## src/rtl/axis_trigger_scope.sv

```systemverilog
// axis_trigger_scope: AXI-Stream capture gate with pre-trigger depth and internal level/edge trigger.
// Latency: zero; tdata/tvalid/tlast are combinational from the slave side, status outputs are registered.
// Backpressure: s_axis_tready mirrors m_axis_tready; beats outside a run are accepted and dropped.
//
// Ports:
//   aclk / aresetn         clock, synchronous active-low reset
//   run_flag               start a run (sampled only while idle)
//   ext_trg_flag           external trigger, rising edge detected internally
//   trg_mode               00 external, 01 rising level, 10 falling level, 11 force
//   trg_chan / trg_level   trigger channel select (out-of-range -> ch0) and signed threshold
//   pre_data / tot_data    pre-trigger beats and total beats per record
//   sts_data               {trg_addr, running}; complete = !running; triggered = trigger seen this run
//   s_axis_* / m_axis_*    input sample stream and gated output stream
// Build option: define AXIS_TRIGGER_SCOPE_DECIM_EN to add input decim[15:0]; only every
// (decim+1)-th accepted beat is forwarded, counted and trigger-evaluated.
module axis_trigger_scope #(
    parameter int CHANNELS         = 2,
    parameter int SAMPLE_WIDTH     = 16,
    parameter int AXIS_TDATA_WIDTH = 32,
    parameter int CNTR_WIDTH       = 12
) (
    input  logic                           aclk,
    input  logic                           aresetn,
    input  logic                           run_flag,
    input  logic                           ext_trg_flag,
    input  logic [1:0]                     trg_mode,
    input  logic [7:0]                     trg_chan,
    input  logic signed [SAMPLE_WIDTH-1:0] trg_level,
    input  logic [CNTR_WIDTH-1:0]          pre_data,
    input  logic [CNTR_WIDTH-1:0]          tot_data,
`ifdef AXIS_TRIGGER_SCOPE_DECIM_EN
    input  logic [15:0]                    decim,
`endif
    output logic [CNTR_WIDTH:0]            sts_data,
    output logic                           complete,
    output logic                           triggered,
    input  logic [AXIS_TDATA_WIDTH-1:0]    s_axis_tdata,
    input  logic                           s_axis_tvalid,
    output logic                           s_axis_tready,
    output logic [AXIS_TDATA_WIDTH-1:0]    m_axis_tdata,
    output logic                           m_axis_tvalid,
    output logic                           m_axis_tlast,
    input  logic                           m_axis_tready
);

    typedef enum logic [1:0] {S_IDLE, S_PRE, S_ARMED, S_POST} state_t;

    localparam logic [CNTR_WIDTH-1:0] ONE = CNTR_WIDTH'(1);

    state_t                          state_q;
    logic [CNTR_WIDTH-1:0]           addr_q;
    logic [CNTR_WIDTH-1:0]           cnt_q;
    logic [CNTR_WIDTH-1:0]           trg_addr_q;
    logic                            triggered_q;
    logic signed [SAMPLE_WIDTH-1:0]  prev_q;
    logic                            prev_vld_q;
    logic                            ext_prev_q;
    logic                            pend_q;

    logic                            running;
    logic                            beat;
    logic                            dec_hit;
    logic                            cbeat;
    logic                            ext_edge;
    logic signed [SAMPLE_WIDTH-1:0]  cur_sample;
    logic                            lvl_rise;
    logic                            lvl_fall;
    logic                            hit_sel;
    logic [CNTR_WIDTH-1:0]           post_len;
    logic [CNTR_WIDTH-1:0]           post_last;
    logic                            last_cond;
    logic [CNTR_WIDTH-1:0]           addr_d;

`ifdef AXIS_TRIGGER_SCOPE_DECIM_EN
    logic [15:0] dec_cnt_q;
    assign dec_hit = (dec_cnt_q == 16'd0);
`else
    assign dec_hit = 1'b1;
`endif

    assign running       = (state_q != S_IDLE);
    assign beat          = s_axis_tvalid & m_axis_tready;
    assign cbeat         = beat & running & dec_hit;
    assign ext_edge      = ext_trg_flag & ~ext_prev_q;
    assign addr_d        = addr_q + ONE;

    assign s_axis_tready = m_axis_tready;
    assign m_axis_tdata  = s_axis_tdata;
    assign m_axis_tvalid = s_axis_tvalid & running & dec_hit;

    assign sts_data      = {trg_addr_q, running};
    assign complete      = ~running;
    assign triggered     = triggered_q;

    // Out-of-range channel indices fall back to channel 0.
    always_comb begin
        cur_sample = s_axis_tdata[SAMPLE_WIDTH-1:0];
        for (int k = 0; k < CHANNELS; k++) begin
            if (int'(trg_chan) == k) begin
                cur_sample = s_axis_tdata[k*SAMPLE_WIDTH +: SAMPLE_WIDTH];
            end
        end
    end

    // Level crossings need a previous sample from this run, so the first beat never fires.
    assign lvl_rise = prev_vld_q && (prev_q < trg_level) && (cur_sample >= trg_level);
    assign lvl_fall = prev_vld_q && (prev_q > trg_level) && (cur_sample <= trg_level);

    always_comb begin
        case (trg_mode)
            2'b00:   hit_sel = pend_q | ext_edge;
            2'b01:   hit_sel = lvl_rise;
            2'b10:   hit_sel = lvl_fall;
            default: hit_sel = 1'b1;
        endcase
    end

    // Post-trigger length includes the trigger beat; a non-positive length collapses to one beat.
    assign post_len  = (tot_data > pre_data) ? (tot_data - pre_data) : ONE;
    assign post_last = post_len - ONE;

    // tlast is qualified by tvalid only, so it does not depend combinationally on tready.
    assign last_cond = ((state_q == S_POST) && (cnt_q == post_last)) ||
                       ((state_q == S_ARMED) && hit_sel && (post_len == ONE));
    assign m_axis_tlast = m_axis_tvalid & last_cond;

    always_ff @(posedge aclk) begin
        if (!aresetn) begin
            state_q     <= S_IDLE;
            addr_q      <= '0;
            cnt_q       <= '0;
            trg_addr_q  <= '0;
            triggered_q <= 1'b0;
            prev_q      <= '0;
            prev_vld_q  <= 1'b0;
            ext_prev_q  <= 1'b0;
            pend_q      <= 1'b0;
`ifdef AXIS_TRIGGER_SCOPE_DECIM_EN
            dec_cnt_q   <= '0;
`endif
        end else begin
            ext_prev_q <= ext_trg_flag;

`ifdef AXIS_TRIGGER_SCOPE_DECIM_EN
            if (beat && running) begin
                dec_cnt_q <= (dec_cnt_q >= decim) ? 16'd0 : dec_cnt_q + 16'd1;
            end
`endif

            if (cbeat) begin
                addr_q     <= addr_d;
                prev_q     <= cur_sample;
                prev_vld_q <= 1'b1;
            end

            // External edges only count while armed.
            if (state_q != S_ARMED) begin
                pend_q <= 1'b0;
            end

            case (state_q)
                S_IDLE: begin
                    if (run_flag) begin
                        state_q     <= S_PRE;
                        addr_q      <= '0;
                        cnt_q       <= '0;
                        trg_addr_q  <= '0;
                        triggered_q <= 1'b0;
                        prev_q      <= '0;
                        prev_vld_q  <= 1'b0;
`ifdef AXIS_TRIGGER_SCOPE_DECIM_EN
                        dec_cnt_q   <= '0;
`endif
                    end
                end
                S_PRE: begin
                    if (pre_data == '0) begin
                        state_q <= S_ARMED;
                    end else if (cbeat) begin
                        cnt_q <= cnt_q + ONE;
                        if (cnt_q == pre_data - ONE) begin
                            state_q <= S_ARMED;
                        end
                    end
                end
                S_ARMED: begin
                    if (cbeat) begin
                        pend_q <= 1'b0;
                        if (hit_sel) begin
                            trg_addr_q  <= addr_q;
                            triggered_q <= 1'b1;
                            cnt_q       <= ONE;
                            state_q     <= (post_len == ONE) ? S_IDLE : S_POST;
                        end
                    end else if (ext_edge) begin
                        pend_q <= 1'b1;
                    end
                end
                S_POST: begin
                    if (cbeat) begin
                        if (cnt_q == post_last) begin
                            state_q <= S_IDLE;
                        end else begin
                            cnt_q <= cnt_q + ONE;
                        end
                    end
                end
                default: state_q <= S_IDLE;
            endcase
        end
    end

endmodule
```

## config.mk

```make
export PLATFORM = sky130hd
export DESIGN_NAME = axis_trigger_scope
export DESIGN_NICKNAME = d
export VERILOG_FILES = /design/src/rtl/axis_trigger_scope.sv
export SDC_FILE = /design/constraint.sdc
export NUM_CORES = 1
export LEC_CHECK = 0
export CAP_MARGIN = 20
export CORE_ASPECT_RATIO = 0.9
export CORE_UTILIZATION = 51
export DETAILED_ROUTE_END_ITERATION = 16
export HOLD_SLACK_MARGIN = 0.1
export PLACE_DENSITY = 0.82
export SETUP_SLACK_MARGIN = 0.2
export SKIP_LAST_GASP = 1
export SYNTH_ARGS = -nofsm -noshare
export SYNTH_HDL_FRONTEND = slang
export SYNTH_SLANG_ARGS = --single-unit
export TNS_END_PERCENT = 5
```

## constraint.sdc

```tcl
create_clock -name aclk -period 7.24 [get_ports aclk]
set_input_delay 1.086 -clock aclk [delete_from_list [all_inputs] [get_ports aclk]]
set_output_delay 1.086 -clock aclk [all_outputs]
set_load 0.02 [all_outputs]
```

==> results.txt <==
----------------------------------------------------
[Cells and area]
  Synth-to-Final Area Change ... 27.8%
  Filler cell count ... just under 900
  Fraction of layout cells with a size suffix above 1 ... 0.0976
  Core utilization of the finished layout ... 0.677
  Layout net count ... around 980
  Post-route cell area ... roughly 7400 um^2
  Antenna diodes ... 0

[Global route]
  GR met2 Demand/Resource ... 0.530
  Wire length of the first global-routing pass ... between 20 and 30 mm
  Maximum number of pins on one net before global-route repair ... 31
  Antenna violations before repair ... 0
  Busiest layer in global routing ... met2
  Met3 track utilization from global routing ... 0.0494
  Total gr overflow ... 0
  Overall fraction of global-route tracks in use ... 0.304
  Global routing met1 resource utilization ... 0.382
  Vias in the first global route ... 5,745

[Synth]
  Synth Area per Inst ... 7.71 um^2
  Combined area of all synthesized cells ... a little under 6000 um^2
  Yosys synthesis warning count ... 0
  Number of enable flip-flop cells after synthesis ... 0
  Dominant synthesized flop cell ... dfxtp_1
  Async set or reset register ratio after synthesis ... 0
  Count of different cell masters after synthesis ... around 100
  Mapped Nets ... just under 900
  Sequential element share of the synthesized area ... 0.201
  Count of state elements after synthesis ... 58
  Post-Synthesis Cells ... roughly 750

[Die]
  Cell row count ... 36
  Height of the die ... slightly above 100 um
  Placeable Area ... between 10,000 and 15,000 um^2
  Die Width ... around 110 um
  Total die area ... about 12,000 um^2
  Initial standard-cell utilization of the core ... 0.529
  Boundary Pins ... around 140

[Critical path]
  Largest delay contributor family on the critical path ... simple AND/OR/NAND/NOR gates
  Highest net fanout along the worst path ... 9
  Type of element launching the critical path ... input port
  Number of cells traversed by the worst register-to-register path ... 13
  Bufs and invs on worst path ... 5
  Setup slack of the worst register-to-register path ... 3.63 ns
  Crit-path cells ... clkdlybuf4s50_1 -> inv_1 -> ha_1 -> fa_1 -> nand2b_1 -> a21oi_2 -> a31oi_2 -> a21oi_2 -> nand2_1 -> ha_1 -> buf_4 -> inv_1 -> nor2_1 -> nor2_1 -> a221oi_1 -> a211oi_1 -> o311ai_0 -> nor4_4 -> nand3_1 -> o21ai_0 -> and3_1 -> dlymetal6s2s_1
  Arrival time worst endpoint ... between 5 and 6 ns
  Reg-to-reg critical path startpoint ... prev_q[15]
  Critical path class ... input port to output pin
  Critical Path RT ... about 6 ns
  Cell with the largest stage delay on the worst path ... fa_1
  Maximum single-stage delay on the critical path ... roughly 0.47 ns
  Reg2Reg Capture Point ... cnt_q[4]
  Endpoint class of the critical path ... output pin

[Power]
  Pwr per Cell Area ... ~180 nW/um^2
  Static leakage ... between 2 and 3 nW
  Max IR drop VDD ... about 0.16 mV
  Total design power ... approximately 1.3 mW

[STA]
  Unrepaired setup endpoints after global routing ... false
  Transition time at the pin with the least slew margin ... between 0.8 and 0.9 ns
  Hold Vio Cnt, Final ... 0
  Worst relative slew slack ... 0.432
  Final count of pins violating max slew ... 0
  Top achievable clock speed ... approximately 150 MHz
  Share of the cycle needed by the critical path after routing ... 0.920
  Count of final setup violators ... 0
  Minimum clock period after layout ... between 6 and 7 ns
  Worst-case clock skew ... a little over 0.01 ns
  Post-route setup TNS ... 0 ns

[Detailed routing]
  Initial DRT Pass Iterations ... 5
  Initial drt markers ... 568
  Number of DRC violations after detailed routing ... 0
  Total length of routed wires ... around 18 mm
  Vias after detailed routing ... between 5,000 and 6,000
  Via/cell ratio ... approximately 6.0
  Routed WL per cell ... roughly 18 um
  Antenna Violating Nets Remaining ... 0

[Min path]
  Min-delay worst type ... register to register
  Hold Startpoint ... addr_q[11]
  Worst min-delay path endpoint ... trg_addr_q[11]
  Worst hold path stage count ... 2

[Clock tree]
  Maximum clock insertion buffer count ... 2
  CTS sink cnt ... 58
  Clock root buffer master ... clkbuf_16
  H-tree depth ... 3
  TritonCTS buffer count ... 9
  CTS tree ... done
  Clock input transition at the sequential cells of the worst setup and hold paths ... ~0.050 ns
  Post-cts hold buffer count ... 0
  Clock latency at the later pin of the worst-skew pair ... between 0.3 and 0.4 ns

[Placed design]
  # port buffers ... around 140
  Dpl cell area ... between 6000 and 7000 um^2
  Placed wire-length estimate ... between 10 and 15 mm
  Placer's final routability congestion estimate ... approximately 0.93

[Status]
  Outcome ... finished, final reports clean

[Run]
  Max-cap violations ... 0

----------------------------------------------------
## worst max-delay path by stage
stage                      from           end  slack (ns)  cells after the start
finish              tot_data[0]  m_axis_tlast        0.58                     22
detailed placement  tot_data[0]  m_axis_tlast        0.16                     22
global route        tot_data[0]  m_axis_tlast        0.27                     22
floorplan           tot_data[0]  m_axis_tlast        1.12                     20
global placement    pre_data[7]  m_axis_tlast        0.28                     22
CTS                 tot_data[0]  m_axis_tlast        0.23                     22
## synthesized netlist by cell type, types with 5 or more instances
cell type | count | area, um^2
inv_1 | 59 | 221
a211oi_1 | 8 | 60.1
xnor2_1 | 15 | 131
xor2_1 | 16 | 140
nand3b_1 | 16 | 120
o21ai_0 | 23 | 115
buf_2 | 5 | 25.0
dfxtp_1 | 58 | 1160
nand4_1 | 20 | 125
nor2b_1 | 5 | 31.3
nand2_1 | 55 | 206
ha_1 | 48 | 601
nor4b_1 | 5 | 43.8
and3_1 | 9 | 56.3
nor2_1 | 64 | 240
nand3_1 | 35 | 175
o211ai_1 | 9 | 67.6
nor3_1 | 34 | 170
a21oi_1 | 50 | 250
clkbuf_1 | 15 | 56.3
nor4_1 | 7 | 43.8
mux2_2 | 15 | 169
buf_4 | 35 | 263
o22ai_1 | 5 | 31.3
o21a_1 | 6 | 45.0
a21o_1 | 17 | 128
## sequential cells by signal (all words and copies together), names as in the netlist, 2 cells and up
register and flops:
addr_q 12, cnt_q 12, prev_q 16, state_q 2, trg_addr_q 12
## cell families (layout without fill, tap and decap cells)
family | after synthesis | in the layout | synth area share
and+or+nand+nor | 292 | 292 | 0.275
AOI/OAI and AO/OA | 176 | 176 | 0.216
buffers and inverters | 122 | 224 | 0.113
DFF | 58 | 58 | 0.201
adders and majority gates | 49 | 49 | 0.108
xor gates and xnor gates | 32 | 32 | 0.0510
muxes | 19 | 19 | 0.0362
## placed cells by master, fill, tap and decap left out, types with 5 or more instances in the layout
cell type        count
nand3b_1            16
nor4_1               7
o21a_1               6
dfxtp_1             58
nand3_1             35
nor2_1              64
xor2_1              16
clkbuf_16            9
nand2_1             55
ha_1                45
nor2b_1              5
xnor2_1             15
nand4_1             20
nor3_1              34
and3_1               9
buf_4               12
mux2_2              15
a211oi_1             8
a21oi_1             48
o22ai_1              5
o211ai_1             9
inv_1               59
o21ai_0             23
a21o_1              17
clkdlybuf4s50_1    136
## metrics by stage
step	hold WS [ns]	std cells	setup WS, ns
3_5_place_dp	0.461	984	0.157
3_3_place_gp	0.470	984	0.276
6_report	0.469	1002	0.577
2_1_floorplan	0.444	748	1.12
5_1_grt	0.486	1002	0.265
4_1_cts	0.474	999	0.227
## cell type report
class / count / area [um^2] / area share
clock buffers: 11 / 243 / 0.0329
repair buffers: 150 / 1490 / 0.202
flip-flops and latches: 58 / 1160 / 0.157
multi-input cells: 568 / 3990 / 0.541
clock inverters: 4 / 76.3 / 0.0103
inverters: 59 / 221 / 0.0300
well taps: 152 / 190 / 0.0258
## worst reg2reg max path: cells and delay by family, from the launching register on
kind                     cells  cell delay (ns)
AO/OA/AOI/OAI                4             1.41
AND/OR/NAND/NOR              6             0.99
buffers and inverters        2             0.46
adder cells (fa/ha/maj)      1             0.36
flip-flops                   1             0.31
## routing by layer
metal	vias up	wire, um
li1	2888	-
met1	2781	7470
met2	268	8280
met3	41	1420
met4	0	424
met5	-	0
## what timing repair did
action | 4_1_cts | 5_1_grt
setup endpoints to repair | 1 | 1
resized for setup | 0 | 9
pin swaps | 1 | 1
buffers inserted | 0 | 2
## report_power, final
part	internal (mW)	switching, mW	leakage [nW]
Sequential	0.336	0.0223	0.468
Combinational	0.223	0.296	2.29
Clock	0.309	0.147	0.152
Total	0.868	0.465	2.91
(Power assumes the default switching activity.)
